==> config.mk <==
export PLATFORM = sky130hd
export DESIGN_NAME = tick_timer_arb
export DESIGN_NICKNAME = d
export VERILOG_FILES = /design/src/rtl/tick_timer_arb.sv
export SDC_FILE = /design/constraint.sdc
export NUM_CORES = 1
export LEC_CHECK = 0
export ABC_AREA = 1
export CAP_MARGIN = 30
export CORE_MARGIN = 1.5
export CORE_UTILIZATION = 25
export CTS_BUF_LIST = sky130_fd_sc_hd__clkbuf_4 sky130_fd_sc_hd__clkbuf_8
export CTS_CLUSTER_SIZE = 8
export DETAILED_ROUTE_END_ITERATION = 10
export HOLD_SLACK_MARGIN = 0.1
export PLACE_DENSITY_LB_ADDON = 0.12
export SLEW_MARGIN = 20
export SYNTH_ARGS = -nofsm -noshare
export SYNTH_HDL_FRONTEND = slang
export SYNTH_SLANG_ARGS = --single-unit
==> constraint.sdc <==
create_clock -name clk_i -period 2.37 [get_ports clk_i]
set_input_delay 0.474 -clock clk_i [delete_from_list [all_inputs] [get_ports clk_i]]
set_output_delay 0.474 -clock clk_i [all_outputs]
set_load 0.05 [all_outputs]
==> src/rtl/tick_timer_arb.sv <==
// -----------------------------------------------------------------------------
// tick_timer_arb
//
// Purpose:
//   One shared delay down-counter, time-multiplexed between NREQ requesters
//   by round-robin arbitration. A requester asks to wait dly ticks of either
//   the microsecond or the millisecond strobe. It holds req until it sees a
//   level done, then drops req to hand the timer back.
//
// Parameters:
//   NREQ  number of requesters (2..8)
//   CW    delay count width in ticks
//
// Ports:
//   clk_i      clock (the only clock)
//   rst_ni     asynchronous active-low reset
//   us_tck_i   1-cycle microsecond strobe, synchronous to clk_i
//   ms_tck_i   1-cycle millisecond strobe, synchronous to clk_i
//   req_i      per-requester request level
//   unit_i     per-requester tick select: 0 = us_tck_i, 1 = ms_tck_i
//   dly_i      per-requester delay; slice i = dly_i[i*CW +: CW]
//   gnt_o      one-hot grant, registered
//   done_o     one-hot completion level, registered
//   busy_o     timer owned (state is not IDLE)
//   remain_o   live count, 0 in IDLE          (TICK_TIMER_REMAIN_EN only)
//   owner_o    index of the granted requester (TICK_TIMER_REMAIN_EN only)
//
// Optional feature macro: TICK_TIMER_REMAIN_EN adds remain_o/owner_o for
// debug display. Core behaviour is the same with or without it.
// -----------------------------------------------------------------------------
module tick_timer_arb #(
    parameter int NREQ = 4,
    parameter int CW   = 16
) (
    input  logic                      clk_i,
    input  logic                      rst_ni,
    input  logic                      us_tck_i,
    input  logic                      ms_tck_i,
    input  logic [NREQ-1:0]           req_i,
    input  logic [NREQ-1:0]           unit_i,
    input  logic [NREQ*CW-1:0]        dly_i,
    output logic [NREQ-1:0]           gnt_o,
    output logic [NREQ-1:0]           done_o,
    output logic                      busy_o
`ifdef TICK_TIMER_REMAIN_EN
    ,
    output logic [CW-1:0]             remain_o,
    output logic [$clog2(NREQ)-1:0]   owner_o
`endif
);

    localparam int IDX_W = $clog2(NREQ);

    localparam logic [1:0] ST_IDLE  = 2'd0;
    localparam logic [1:0] ST_COUNT = 2'd1;
    localparam logic [1:0] ST_DONE  = 2'd2;

    logic [1:0]       state_q,  state_d;
    logic [CW-1:0]    cnt_q,    cnt_d;
    logic             usel_q,   usel_d;
    logic [NREQ-1:0]  gnt_q,    gnt_d;
    logic [NREQ-1:0]  done_q,   done_d;
    logic [IDX_W-1:0] owner_q,  owner_d;
    logic [IDX_W-1:0] rrPtr_q,  rrPtr_d;

    logic             winFound;
    logic [IDX_W-1:0] winIdx;
    logic [IDX_W-1:0] candIdx;
    logic [CW-1:0]    winDly;
    logic             tickSel;
    logic             ownerReq;

    // Round-robin pick: scan offsets from the highest down so that the
    // request closest at-or-after rrPtr_q is the last one written and wins.
    always_comb begin
        winFound = 1'b0;
        winIdx   = '0;
        candIdx  = '0;
        for (int k = NREQ - 1; k >= 0; k--) begin
            candIdx = IDX_W'((int'(rrPtr_q) + k) % NREQ);
            if (req_i[candIdx]) begin
                winFound = 1'b1;
                winIdx   = candIdx;
            end
        end
    end

    assign winDly   = dly_i[winIdx*CW +: CW];
    // Only the tick matching the owner's unit counts, even if both strobe together.
    assign tickSel  = usel_q ? ms_tck_i : us_tck_i;
    assign ownerReq = req_i[owner_q];

    // Next-state logic for the IDLE -> COUNT -> DONE -> IDLE handshake.
    // unit/dly are looked at only on the grant edge; afterwards the owner's
    // req level alone decides whether the transaction continues.
    always_comb begin
        state_d = state_q;
        cnt_d   = cnt_q;
        usel_d  = usel_q;
        gnt_d   = gnt_q;
        done_d  = done_q;
        owner_d = owner_q;
        rrPtr_d = rrPtr_q;
        unique case (state_q)
            ST_IDLE: begin
                if (winFound) begin
                    gnt_d         = '0;
                    gnt_d[winIdx] = 1'b1;
                    owner_d       = winIdx;
                    cnt_d         = winDly;
                    usel_d        = unit_i[winIdx];
                    rrPtr_d       = IDX_W'((int'(winIdx) + 1) % NREQ);
                    if (winDly == '0) begin
                        done_d         = '0;
                        done_d[winIdx] = 1'b1;
                        state_d        = ST_DONE;
                    end else begin
                        state_d = ST_COUNT;
                    end
                end
            end
            ST_COUNT: begin
                // An abort takes priority over a tick arriving in the same cycle.
                if (!ownerReq) begin
                    gnt_d   = '0;
                    cnt_d   = '0;
                    state_d = ST_IDLE;
                end else if (tickSel) begin
                    if (cnt_q <= CW'(1)) begin
                        cnt_d           = '0;
                        done_d          = '0;
                        done_d[owner_q] = 1'b1;
                        state_d         = ST_DONE;
                    end else begin
                        cnt_d = cnt_q - CW'(1);
                    end
                end
            end
            ST_DONE: begin
                if (!ownerReq) begin
                    gnt_d   = '0;
                    done_d  = '0;
                    state_d = ST_IDLE;
                end
            end
            default: begin
                gnt_d   = '0;
                done_d  = '0;
                cnt_d   = '0;
                state_d = ST_IDLE;
            end
        endcase
    end

    // State registers; reset restarts arbitration from requester 0.
    always_ff @(posedge clk_i or negedge rst_ni) begin
        if (!rst_ni) begin
            state_q <= ST_IDLE;
            cnt_q   <= '0;
            usel_q  <= 1'b0;
            gnt_q   <= '0;
            done_q  <= '0;
            owner_q <= '0;
            rrPtr_q <= '0;
        end else begin
            state_q <= state_d;
            cnt_q   <= cnt_d;
            usel_q  <= usel_d;
            gnt_q   <= gnt_d;
            done_q  <= done_d;
            owner_q <= owner_d;
            rrPtr_q <= rrPtr_d;
        end
    end

    assign gnt_o  = gnt_q;
    assign done_o = done_q;
    assign busy_o = (state_q != ST_IDLE);

`ifdef TICK_TIMER_REMAIN_EN
    assign remain_o = (state_q == ST_IDLE) ? '0 : cnt_q;
    assign owner_o  = owner_q;
`endif

endmodule

==> flow_metrics.py, run 1 <==
metrics = {
    "sta": {
        "finalCritPeriodShare_pct": 109,
        "period_needed_ps": 2580,
        "drv_slew": 0,
        "setup_viol": 13,
        "slew_headroom_pct": 62.5,
        "hold_ws_ps": 490,
        "finalHoldViolCount": 0,
        "rsz0062_at_grt": "true",
        "fmax_ghz": 0.387,
        "tns_ps": -1240,
        "worst_pin_slew_ps": 560,
        "setup_slack_ps": -212,
        "skew_ps": 3.28,
    },
    "pwr": {
        "pwr_density_cell_nw_per_um2": 1790,
        "leakagePower_nw": 2.61,
        "irDropWorstVdd_mv": 0.604,
    },
    "yosys": {
        "seq_area_frac_synth_pct": 24.9,
        "syn_avg_cell_area_sq_um": 6.44,
        "synth-compound-area-share_pct": 12.0,
        "yosysUniqueCellTypes": 39,
        "synth_xor_area_share_pct": 2.53,
        "ys_ff_latch": 31,
        "yosys.area_share.simple_pct": 42.9,
        "syn_nets": 569,
        "synth-warning-count": 0,
        "synth_fa_ha_area_share_pct": 3.61,
        "synth_top_family_by_area": "simple AND/OR/NAND/NOR gates",
        "syn_area_sq_um": 3120,
        "netlist_instances": 484,
        "muxShareOfSynthArea_pct": 0,
    },
    "status": {
        "violations": "negative setup slack",
        "outcome": "finished with violations",
    },
    "setup_path": {
        "cp_data_arrival_time_ps": 2760,
        "path_cells": "clkinv_4, nand2_4, nand3_4, nand2_4, nand3_4, nand2_4, nand2_8, buf_8, buf_12, nand2_8, nand2_2, nand3_2, nand2_2, nor2_2, nand2_1, nor2_2, nand2_2, nand2_4, nand2_4, nand2_2, nand2_1",
        "cpMaxStageDelayCell": "dfrtp_2",
        "ff2ff_path_depth": 21,
        "r2r_slack_ps": -210,
        "crit_path_frequent_cell": "nand2_4",
        "start_kind": "register",
        "cp_max_fo": 7,
        "r2r-end": "done_o[2]$_DFFE_PN0P_",
        "cp.required_ps": 2550,
        "critical_path_buf_inv_count": 3,
        "r2r-start": "rrPtr_q[0]$_DFFE_PN0P_",
        "endpoint_kind": "register",
        "worst-setup-path-type": "reg -> reg",
        "cp_top_family": "simple AND/OR/NAND/NOR gates",
        "critPathMaxStageDelay_ps": 480,
    },
    "clocking": {
        "cts_tree": "built",
        "cts_buffer_depth": 2,
        "numCtsBuffers": 5,
        "htreeDepth": 2,
        "path_clk_slew_ps": 70,
        "clockRootBuffer": "clkbuf_8",
        "clkLatencyLatePin_ps": 290,
        "clock-sinks": 31,
    },
    "floorplanning": {
        "core_area_sq_um": 12100,
        "chipHeight_um": 115,
        "die-area_sq_um": 13200,
        "rows": 40,
        "num_io_pins": 85,
        "die_w_um": 115,
        "initial_core_util_pct": 25.7,
    },
    "routing": {
        "wl_per_cell_um": 14.1,
        "drc": 0,
        "routed-wl-met2_um": 5710,
        "dr_wl_met3_um": 448,
        "met1_length_um": 5270,
        "drt_iter0_drc": 147,
        "routed_wl_um": 11500,
        "dr.pass1.iters": 5,
        "routed_via_density": 4.57,
        "highest_layer": "met4",
        "dr_total_vias": 3732,
        "ant_nets": 0,
    },
    "placement": {
        "port-buffer-count": 84,
        "dpl.cell_count": 768,
        "pre_cts_slack_ps": -563,
        "hpwlAfterDp_um": 8030,
        "place.gp.congestion": 0.810,
    },
    "grt": {
        "track_usage_pct": 17.9,
        "antenna_found_initial": 0,
        "grt_pass1_vias": 3728,
        "grt_max_degree": 32,
        "overflow": 0,
        "grt_pass1_wl_um": 18300,
    },
    "cells_and_area": {
        "final_layout_size_suffix_gt1_share_pct": 30.5,
        "stdcell_count": 817,
        "num-nets-final": 733,
        "syn2layout_area_growth_pct": 72.1,
        "diodes": 0,
        "post-route-util_pct": 44.3,
    },
    "min_path": {
        "worstHoldEndpoint": "done_o[2]$_DFFE_PN0P_",
        "hp-class": "reg -> reg",
        "whs_path_depth": 2,
        "hp-start": "done_o[2]$_DFFE_PN0P_",
    },
    "job": {
        "maxCapViolations": 0,
    },
}
==> logic make-up after synthesis <==
kind of cell	after synthesis
buffers and inverters	96
and+or+nand+nor	277
AOI/OAI and AO/OA	62
DFF	31
adders and majority gates	9
xor gates and xnor gates	9
==> flip-flops by register name, summed over array words and instances (netlist names) <==
signal and flops:
cnt_q 16, done_o 4, gnt_o 4, owner_q 2, rrPtr_q 2, state_q 2, usel_q 1
==> layout by cell type (no fill, tap or decap), types with 9 or more instances in the layout <==
cell type,Yosys,routed
buf_12,0,9
buf_4,4,62
buf_6,7,11
clkdlybuf4s50_1,0,79
dfrtp_1,31,30
inv_1,74,69
nand2_1,137,103
nand2_2,11,35
nand2_4,2,13
nand3_1,51,37
nand3_2,3,12
nand3b_1,28,28
nor2_1,31,28
o21ai_0,33,24
o21ai_1,5,13
==> area by class of cell <==
| type | count | area, sq um |
|---|---|---|
| fill | 1251 | 6750 |
| multi-input combinational | 361 | 2270 |
| sequential | 31 | 777 |
| inverter | 78 | 305 |
| tap | 168 | 210 |
| clock buffer | 5 | 68.8 |
| timing repair buffer | 171 | 1720 |
| clock inverter | 3 | 15.0 |
==> cells in the mapped netlist, drive strengths merged <==
cell	number	share of area, %
a41oi	1	0.28
xor2	8	2.2
a2bb2oi	1	0.28
nand3b	28	6.7
dfrtp	31	25
ha	9	3.6
buf	14	4.0
a21oi	6	0.96
a21o	1	0.24
a21boi	1	0.60
nand3	55	9.7
xnor2	1	0.28
o32ai	1	0.28
nor4	1	0.20
nor2	33	4.1
or3	1	0.20
o22ai	3	0.60
inv	78	9.6
nor3	5	0.80
nor4b	1	0.48
o21ai	45	8.1
or2	2	0.56
o21bai	1	0.24
clkbuf	4	0.52
nand2	151	20
o31ai	2	0.48
==> per-layer routing <==
metal	vias to the layer above	global-route usage [%]
li1	1881	-
met1	1737	23.1
met2	98	32.0
met3	16	2.49
met4	0	3.50
met5	-	0
==> worst max-delay path by stage <==
| stage | start | to | slack, ps | cells past startpoint |
|---|---|---|---|---|
| 3_5_place_dp | req_i[1] | done_o[3]$_DFFE_PN0P_ | -560 | 20 |
| 3_3_place_gp | req_i[1] | done_o[1]$_DFFE_PN0P_ | -520 | 20 |
| 5_1_grt | rrPtr_q[0]$_DFFE_PN0P_ | done_o[0]$_DFFE_PN0P_ | -360 | 21 |
| 4_1_cts | rrPtr_q[0]$_DFFE_PN0P_ | done_o[2]$_DFFE_PN0P_ | -130 | 21 |
| 6_report | rrPtr_q[0]$_DFFE_PN0P_ | done_o[2]$_DFFE_PN0P_ | -210 | 21 |
| 2_1_floorplan | rrPtr_q[0]$_DFFE_PN0P_ | done_o[0]$_DFFE_PN0P_ | 230 | 20 |
==> timing repair <==
item,4_1_cts,5_1_grt
buffers inserted,27,7
pin swaps,26,35
resized for setup,66,58
endpoints found under the setup margin,21,28
cloned,8,0
hold buffers,0,0
==> metrics by stage <==
stage               power, mW  area (sq um)
floorplan                4.76          3120
global placement         6.79          4440
detailed placement       6.84          4440
CTS                      9.00          5130
global route             10.5          5370
finish                   9.63          5370
==> worst min-delay path: cells and delay by family (launching register included) <==
family / cells / cell delay, ps
DFF: 1 / 370
and+or+nand+nor: 2 / 100
==> where the power goes <==
part / internal [mW] / switching [mW]
Clock: 0.201 / 0.222
Combinational: 3.92 / 4.35
Sequential: 0.761 / 0.176
Total: 4.88 / 4.75
Power figures use the tool's default switching activity.
==> inputs of run 2 (changes only) <==
--- a/config.mk
+++ b/config.mk
@@ -13,6 +13,7 @@
 export CTS_CLUSTER_SIZE = 8
 export DETAILED_ROUTE_END_ITERATION = 10
 export HOLD_SLACK_MARGIN = 0.1
+export MAX_ROUTING_LAYER = met4
 export PLACE_DENSITY_LB_ADDON = 0.12
 export SLEW_MARGIN = 20
 export SYNTH_ARGS = -nofsm -noshare
==> run 2 against run 1 <==
Net effect: the run still ends with negative setup slack left; fmax grew 0.19%; sequential share of layout area is the same; register-to-register slack is essentially flat; die area is the same; final area is the same; power is essentially flat; critical path depth is the same; global-route usage grew 0.53 points; non-clock buffer count is the same; critical endpoint unchanged; largest cell class unchanged; largest power group unchanged.
==> flow_metrics.py, run 2 (synthesis gave the netlist of run 1 again) <==
metrics = {
    "grt": {
        "grt_pass1_wl_um": 18400,
        "track_usage_pct": 18.5,
        "overflow": 0,
        "grt_pass1_vias": 3728,
        "antenna_found_initial": 0,
        "grt_max_degree": 32,
    },
    "sta": {
        "setup_viol": 13,
        "skew_ps": 3.26,
        "drv_slew": 0,
        "finalCritPeriodShare_pct": 109,
        "worst_pin_slew_ps": 573,
        "period_needed_ps": 2580,
        "hold_ws_ps": 490,
        "slew_headroom_pct": 61.7,
        "rsz0062_at_grt": "true",
        "finalHoldViolCount": 0,
        "fmax_ghz": 0.388,
        "setup_slack_ps": -207,
    },
    "cells_and_area": {
        "largest_register": "cnt_q",
        "multi_input_area_sq_um": 2270,
        "final-seq-area_sq_um": 777,
        "stdcell_count": 817,
        "largest_reg_flops": 16,
        "mostFrequentLayoutCells": "103 x nand2_1, 79 x clkdlybuf4s50_1, 69 x inv_1",
        "diodes": 0,
        "nFillCells": 1251,
        "syn2layout_area_growth_pct": 72.1,
        "final_layout_size_suffix_gt1_share_pct": 30.5,
        "layout_commonest_cell": "nand2_1",
        "design_area_sq_um": 5370,
        "num-nets-final": 733,
    },
    "setup_path": {
        "crit_path_frequent_cell": "nand2_4",
        "endpoint_kind": "register",
        "r2r_slack_ps": -210,
        "ff2ff_path_depth": 21,
        "cp_top_family": "simple AND/OR/NAND/NOR gates",
        "path_cells": "clkinv_4, nand2_4, nand3_4, nand2_4, nand3_4, nand2_4, nand2_8, buf_8, buf_12, nand2_8, nand2_2, nand3_2, nand2_2, nor2_2, nand2_1, nor2_2, nand2_2, nand2_4, nand2_4, nand2_2, nand2_1",
        "cp_data_arrival_time_ps": 2760,
        "cpMaxStageDelayCell": "dfrtp_2",
        "worst-setup-path-type": "reg -> reg",
        "startpoint": "rrPtr_q[0]$_DFFE_PN0P_",
        "critical_path_buf_inv_count": 3,
        "path_depth": 21,
        "r2r-start": "rrPtr_q[0]$_DFFE_PN0P_",
        "critPathMaxStageDelay_ps": 480,
        "cp-endpoint": "done_o[2]$_DFFE_PN0P_",
        "start_kind": "register",
        "r2r-end": "done_o[2]$_DFFE_PN0P_",
        "cp_max_fo": 7,
        "cp.required_ps": 2550,
    },
    "clocking": {
        "cts-hold-fix-buffers": 0,
        "numCtsBuffers": 5,
        "cts_tree": "built",
        "clock-sinks": 31,
        "htreeDepth": 2,
        "clkLatencyLatePin_ps": 290,
        "cts_buffer_depth": 2,
        "clockRootBuffer": "clkbuf_8",
        "path_clk_slew_ps": 70,
    },
    "floorplanning": {
        "die-area_sq_um": 13200,
        "rows": 40,
        "num_io_pins": 85,
        "initial_core_util_pct": 25.7,
        "core_area_sq_um": 12100,
        "die_w_um": 115,
        "chipHeight_um": 115,
    },
    "routing": {
        "wl_per_cell_um": 14.1,
        "drt_iter0_drc": 181,
        "drc": 0,
        "routed_via_density": 4.58,
        "dr.pass1.iters": 4,
        "routed_wl_um": 11500,
        "ant_nets": 0,
        "dr_total_vias": 3739,
    },
    "status": {
        "outcome": "finished with violations",
        "violations": "negative setup slack",
    },
    "placement": {
        "pre_cts_slack_ps": -563,
        "port-buffer-count": 84,
        "hpwlAfterDp_um": 8030,
        "dpl.cell_count": 768,
        "place.gp.congestion": 0.822,
        "place_area_sq_um": 4440,
    },
    "pwr": {
        "pwr_density_cell_nw_per_um2": 1790,
        "power_mw": 9.63,
        "leakagePower_nw": 2.61,
        "irDropWorstVdd_mv": 0.609,
    },
    "min_path": {
        "hp-class": "reg -> reg",
        "hp-start": "done_o[2]$_DFFE_PN0P_",
    },
    "job": {
        "maxCapViolations": 0,
    },
}
==> run 2: cell counts in the layout (fill, tap and decap cells not counted) <==
Identical to the previous run, type by type.
==> run 2: stage by stage <==
step	util [%]	TNS, ps
finish	44.3	-1230
global route	44.3	-4360
CTS	42.3	-585
detailed placement	36.7	-9190
global placement	36.7	-8970
floorplan	-	0
==> run 2: how the worst min path moves through the flow <==
stage / to / slack [ps] / depth (start not counted)
6_report: done_o[2]$_DFFE_PN0P_ / 490 / 2
3_5_place_dp: done_o[2]$_DFFE_PN0P_ / 470 / 2
4_1_cts: done_o[2]$_DFFE_PN0P_ / 480 / 2
3_3_place_gp: done_o[2]$_DFFE_PN0P_ / 470 / 2
5_1_grt: done_o[2]$_DFFE_PN0P_ / 520 / 2
2_1_floorplan: cnt_q[0]$_DFFE_PN0P_ / 180 / 0
==> run 2: tightest hold or removal path, delay by kind of cell, from the launching register on <==
family | cells | cell delay (ps)
simple gates | 2 | 100
flops | 1 | 370
==> run 2: cell type report <==
cell class	instances	area share, %
clock inverter	3	0.280
timing repair buffer	171	32.1
multi-input combinational	361	42.2
clock buffer	5	1.28
tap	168	3.92
inverter	78	5.69
sequential	31	14.5
==> run 2: what timing repair did <==
item / 4_1_cts / 5_1_grt
cloned: 8 / 0
buffers inserted: 27 / 7
pin swaps: 26 / 35
gates resized for setup: 66 / 58
endpoints found under the setup margin: 21 / 28
==> run 2: routing by layer <==
layer / part of all wire (%) / track usage, % / wire length [um]
met5: 0 / - / 0
met4: 1.0 / 3.50 / 120
met3: 3.6 / 2.49 / 420
met2: 50 / 32.0 / 5730
met1: 46 / 23.1 / 5270
==> run 2: power breakdown <==
part | internal, mW | switching, mW | leakage [nW]
sequential | 0.761 | 0.175 | 0.399
clock | 0.201 | 0.222 | 0.0477
combinational | 3.92 | 4.35 | 2.17
==> inputs of run 3 (changes only) <==
--- a/config.mk
+++ b/config.mk
@@ -19,3 +19,4 @@
 export SYNTH_ARGS = -nofsm -noshare
 export SYNTH_HDL_FRONTEND = slang
 export SYNTH_SLANG_ARGS = --single-unit
+export TNS_END_PERCENT = 10
==> constraint.sdc (replaced) <==
create_clock -name clk_i -period 2.5 [get_ports clk_i]
set_input_delay 0.5 -clock clk_i [delete_from_list [all_inputs] [get_ports clk_i]]
set_output_delay 0.5 -clock clk_i [all_outputs]
set_load 0.05 [all_outputs]
==> run 3 against run 2 <==
Net effect: the run now ends clean; clock-buffer cell count unchanged; combinational power decreased by 22%; clock skew about the same.
==> flow_metrics.py, run 3 (synthesis gave the netlist of run 1 again) <==
metrics = {
    "status": {
        "outcome": "complete, no violations",
    },
    "cells_and_area": {
        "largest_reg_flops": 16,
        "num-nets-final": 700,
        "design_area_sq_um": 4860,
        "syn2layout_area_growth_pct": 55.7,
        "largest_register": "cnt_q",
        "diodes": 0,
        "final_layout_size_suffix_gt1_share_pct": 22.6,
        "layout_commonest_cell": "nand2_1",
        "mostFrequentLayoutCells": "119 x nand2_1, 79 x clkdlybuf4s50_1, 70 x inv_1",
    },
    "setup_path": {
        "cp.required_ps": 2680,
        "cp_data_arrival_time_ps": 2650,
        "worst-setup-path-type": "reg -> reg",
        "r2r_slack_ps": 40,
        "cpMaxStageDelayCell": "dfrtp_2",
        "path_cells": "clkinv_4, nand2_4, nand3_4, nand2_2, nand3_4, nand3_4, buf_12, buf_12, nand3b_1, nand3_1, nand2_1, nor2_1, nand2_1, nor2_2, nand2_2, nand2_4, nand2_4, nand2_2, nand2_1",
        "critPathMaxStageDelay_ps": 480,
        "endpoint_kind": "register",
        "cp_max_fo": 12,
        "start_kind": "register",
    },
    "routing": {
        "wl_per_cell_um": 13.4,
        "routed_wl_um": 10500,
        "drt_iter0_drc": 164,
        "drc": 0,
        "routed_via_density": 4.53,
        "dr_total_vias": 3554,
        "dr.pass1.iters": 4,
        "ant_nets": 0,
    },
    "sta": {
        "fmax_ghz": 0.406,
        "period_needed_ps": 2460,
        "hold_ws_ps": 488,
        "skew_ps": 2.80,
        "rsz0062_at_grt": "true",
        "finalHoldViolCount": 0,
        "tns_ps": 0,
        "drv_slew": 0,
        "slew_headroom_pct": 60.5,
        "setup_slack_ps": 37.0,
        "worst_pin_slew_ps": 592,
        "setup_viol": 0,
        "finalCritPeriodShare_pct": 98.5,
    },
    "grt": {
        "grt_max_degree": 32,
        "grt_pass1_vias": 3528,
        "overflow": 0,
        "track_usage_pct": 17.0,
        "grt_pass1_wl_um": 16900,
        "antenna_found_initial": 0,
    },
    "pwr": {
        "p_sw_mw": 3.95,
        "pwr_density_cell_nw_per_um2": 1590,
        "leakagePower_nw": 2.37,
        "power_frac_seq_pct": 11.6,
        "irDropWorstVdd_mv": 0.541,
        "p_clk_share_pct": 5.2,
        "switching_share_pct": 51.3,
        "internal_power_mw": 3.76,
        "power_mw": 7.71,
        "comb_power_share_pct": 83.2,
    },
    "clocking": {
        "path_clk_slew_ps": 70,
        "clock-sinks": 31,
        "htreeDepth": 2,
        "clkLatencyLatePin_ps": 290,
        "cts_tree": "built",
        "numCtsBuffers": 5,
        "cts_buffer_depth": 2,
        "clockRootBuffer": "clkbuf_8",
        "cts-hold-fix-buffers": 0,
    },
    "floorplanning": {
        "die_w_um": 115,
        "initial_core_util_pct": 25.7,
        "chipHeight_um": 115,
        "rows": 40,
        "die-area_sq_um": 13200,
        "num_io_pins": 85,
        "core_area_sq_um": 12100,
    },
    "placement": {
        "place_area_sq_um": 4400,
        "pre_cts_slack_ps": -450,
        "port-buffer-count": 84,
        "hpwlAfterDp_um": 8000,
        "place.gp.congestion": 0.791,
    },
    "min_path": {
        "hp-class": "reg -> reg",
    },
    "job": {
        "maxCapViolations": 0,
    },
}
run 3: cell count changes in the layout (fill, tap and decap cells not counted), moves of 3 or more:
| cell | delta |
|---|---|
| buf_4 | -17 |
| nand2_1 | +16 |
| nand2_2 | -10 |
| buf_6 | -9 |
| o21ai_0 | +9 |
| nand2_4 | -8 |
| o21ai_1 | -8 |
| nand3_1 | +7 |
| buf_12 | -4 |
| nand3_2 | -4 |
| nand3_4 | -3 |
run 3: path summary, 6_finish.rpt:
check                                       start  depth (start not counted)                     end
max                        rrPtr_q[0]$_DFFE_PN0P_                         19   done_o[2]$_DFFE_PN0P_
min                         done_o[2]$_DFFE_PN0P_                          2   done_o[2]$_DFFE_PN0P_
max reg2reg                rrPtr_q[0]$_DFFE_PN0P_                         19   done_o[2]$_DFFE_PN0P_
min reg2reg                 done_o[2]$_DFFE_PN0P_                          2   done_o[2]$_DFFE_PN0P_
max in group asynchronous                  rst_ni                          2  rrPtr_q[0]$_DFFE_PN0P_
min in group asynchronous                  rst_ni                          2  rrPtr_q[1]$_DFFE_PN0P_
run 3: critical path, delay by kind of cell, from the launching register on:
kind                   cells  cell delay [ps]
AND/OR/NAND/NOR           16             1480
flip-flops                 1              480
buffers and inverters      3              390
run 3: cell type report:
class,count,area (sq um)
Clock buffer,5,68.8
Clock inverter,3,15.0
Fill cell,1322,7260
Inverter,78,300
Multi-Input combinational cell,359,2100
Sequential cell,31,778
Tap cell,168,210
Timing Repair Buffer,140,1380
run 3: stage by stage:
step	instances	util [%]
floorplan	484	-
CTS	777	38.4
global placement	763	36.3
detailed placement	763	36.3
finish	784	40.1
global route	784	40.1
run 3: repair_timing:
| item | 4_1_cts | 5_1_grt |
|---|---|---|
| cloned | 3 | 1 |
| resized for setup | 27 | 38 |
| setup buffers | 3 | 7 |
| pin swaps | 10 | 30 |
| setup endpoints to repair | 5 | 22 |
run 3: metal layers:
metal,wire length (um),GRT usage [%],up-vias
li1,-,-,1807
met1,4850,21.0,1647
met2,5070,28.3,90
met3,489,3.23,10
met4,120,5.00,0
met5,0,-,-
run 3: power groups by stage:
stage | clock network (mW) | registers [mW] | logic [mW]
global route | 0.439 | 0.923 | 7.16
floorplan | 0 | 0.936 | 3.58
CTS | 0.415 | 0.882 | 6.00
detailed placement | 0 | 0.885 | 5.54
finish | 0.399 | 0.896 | 6.42
global placement | 0 | 0.886 | 5.50
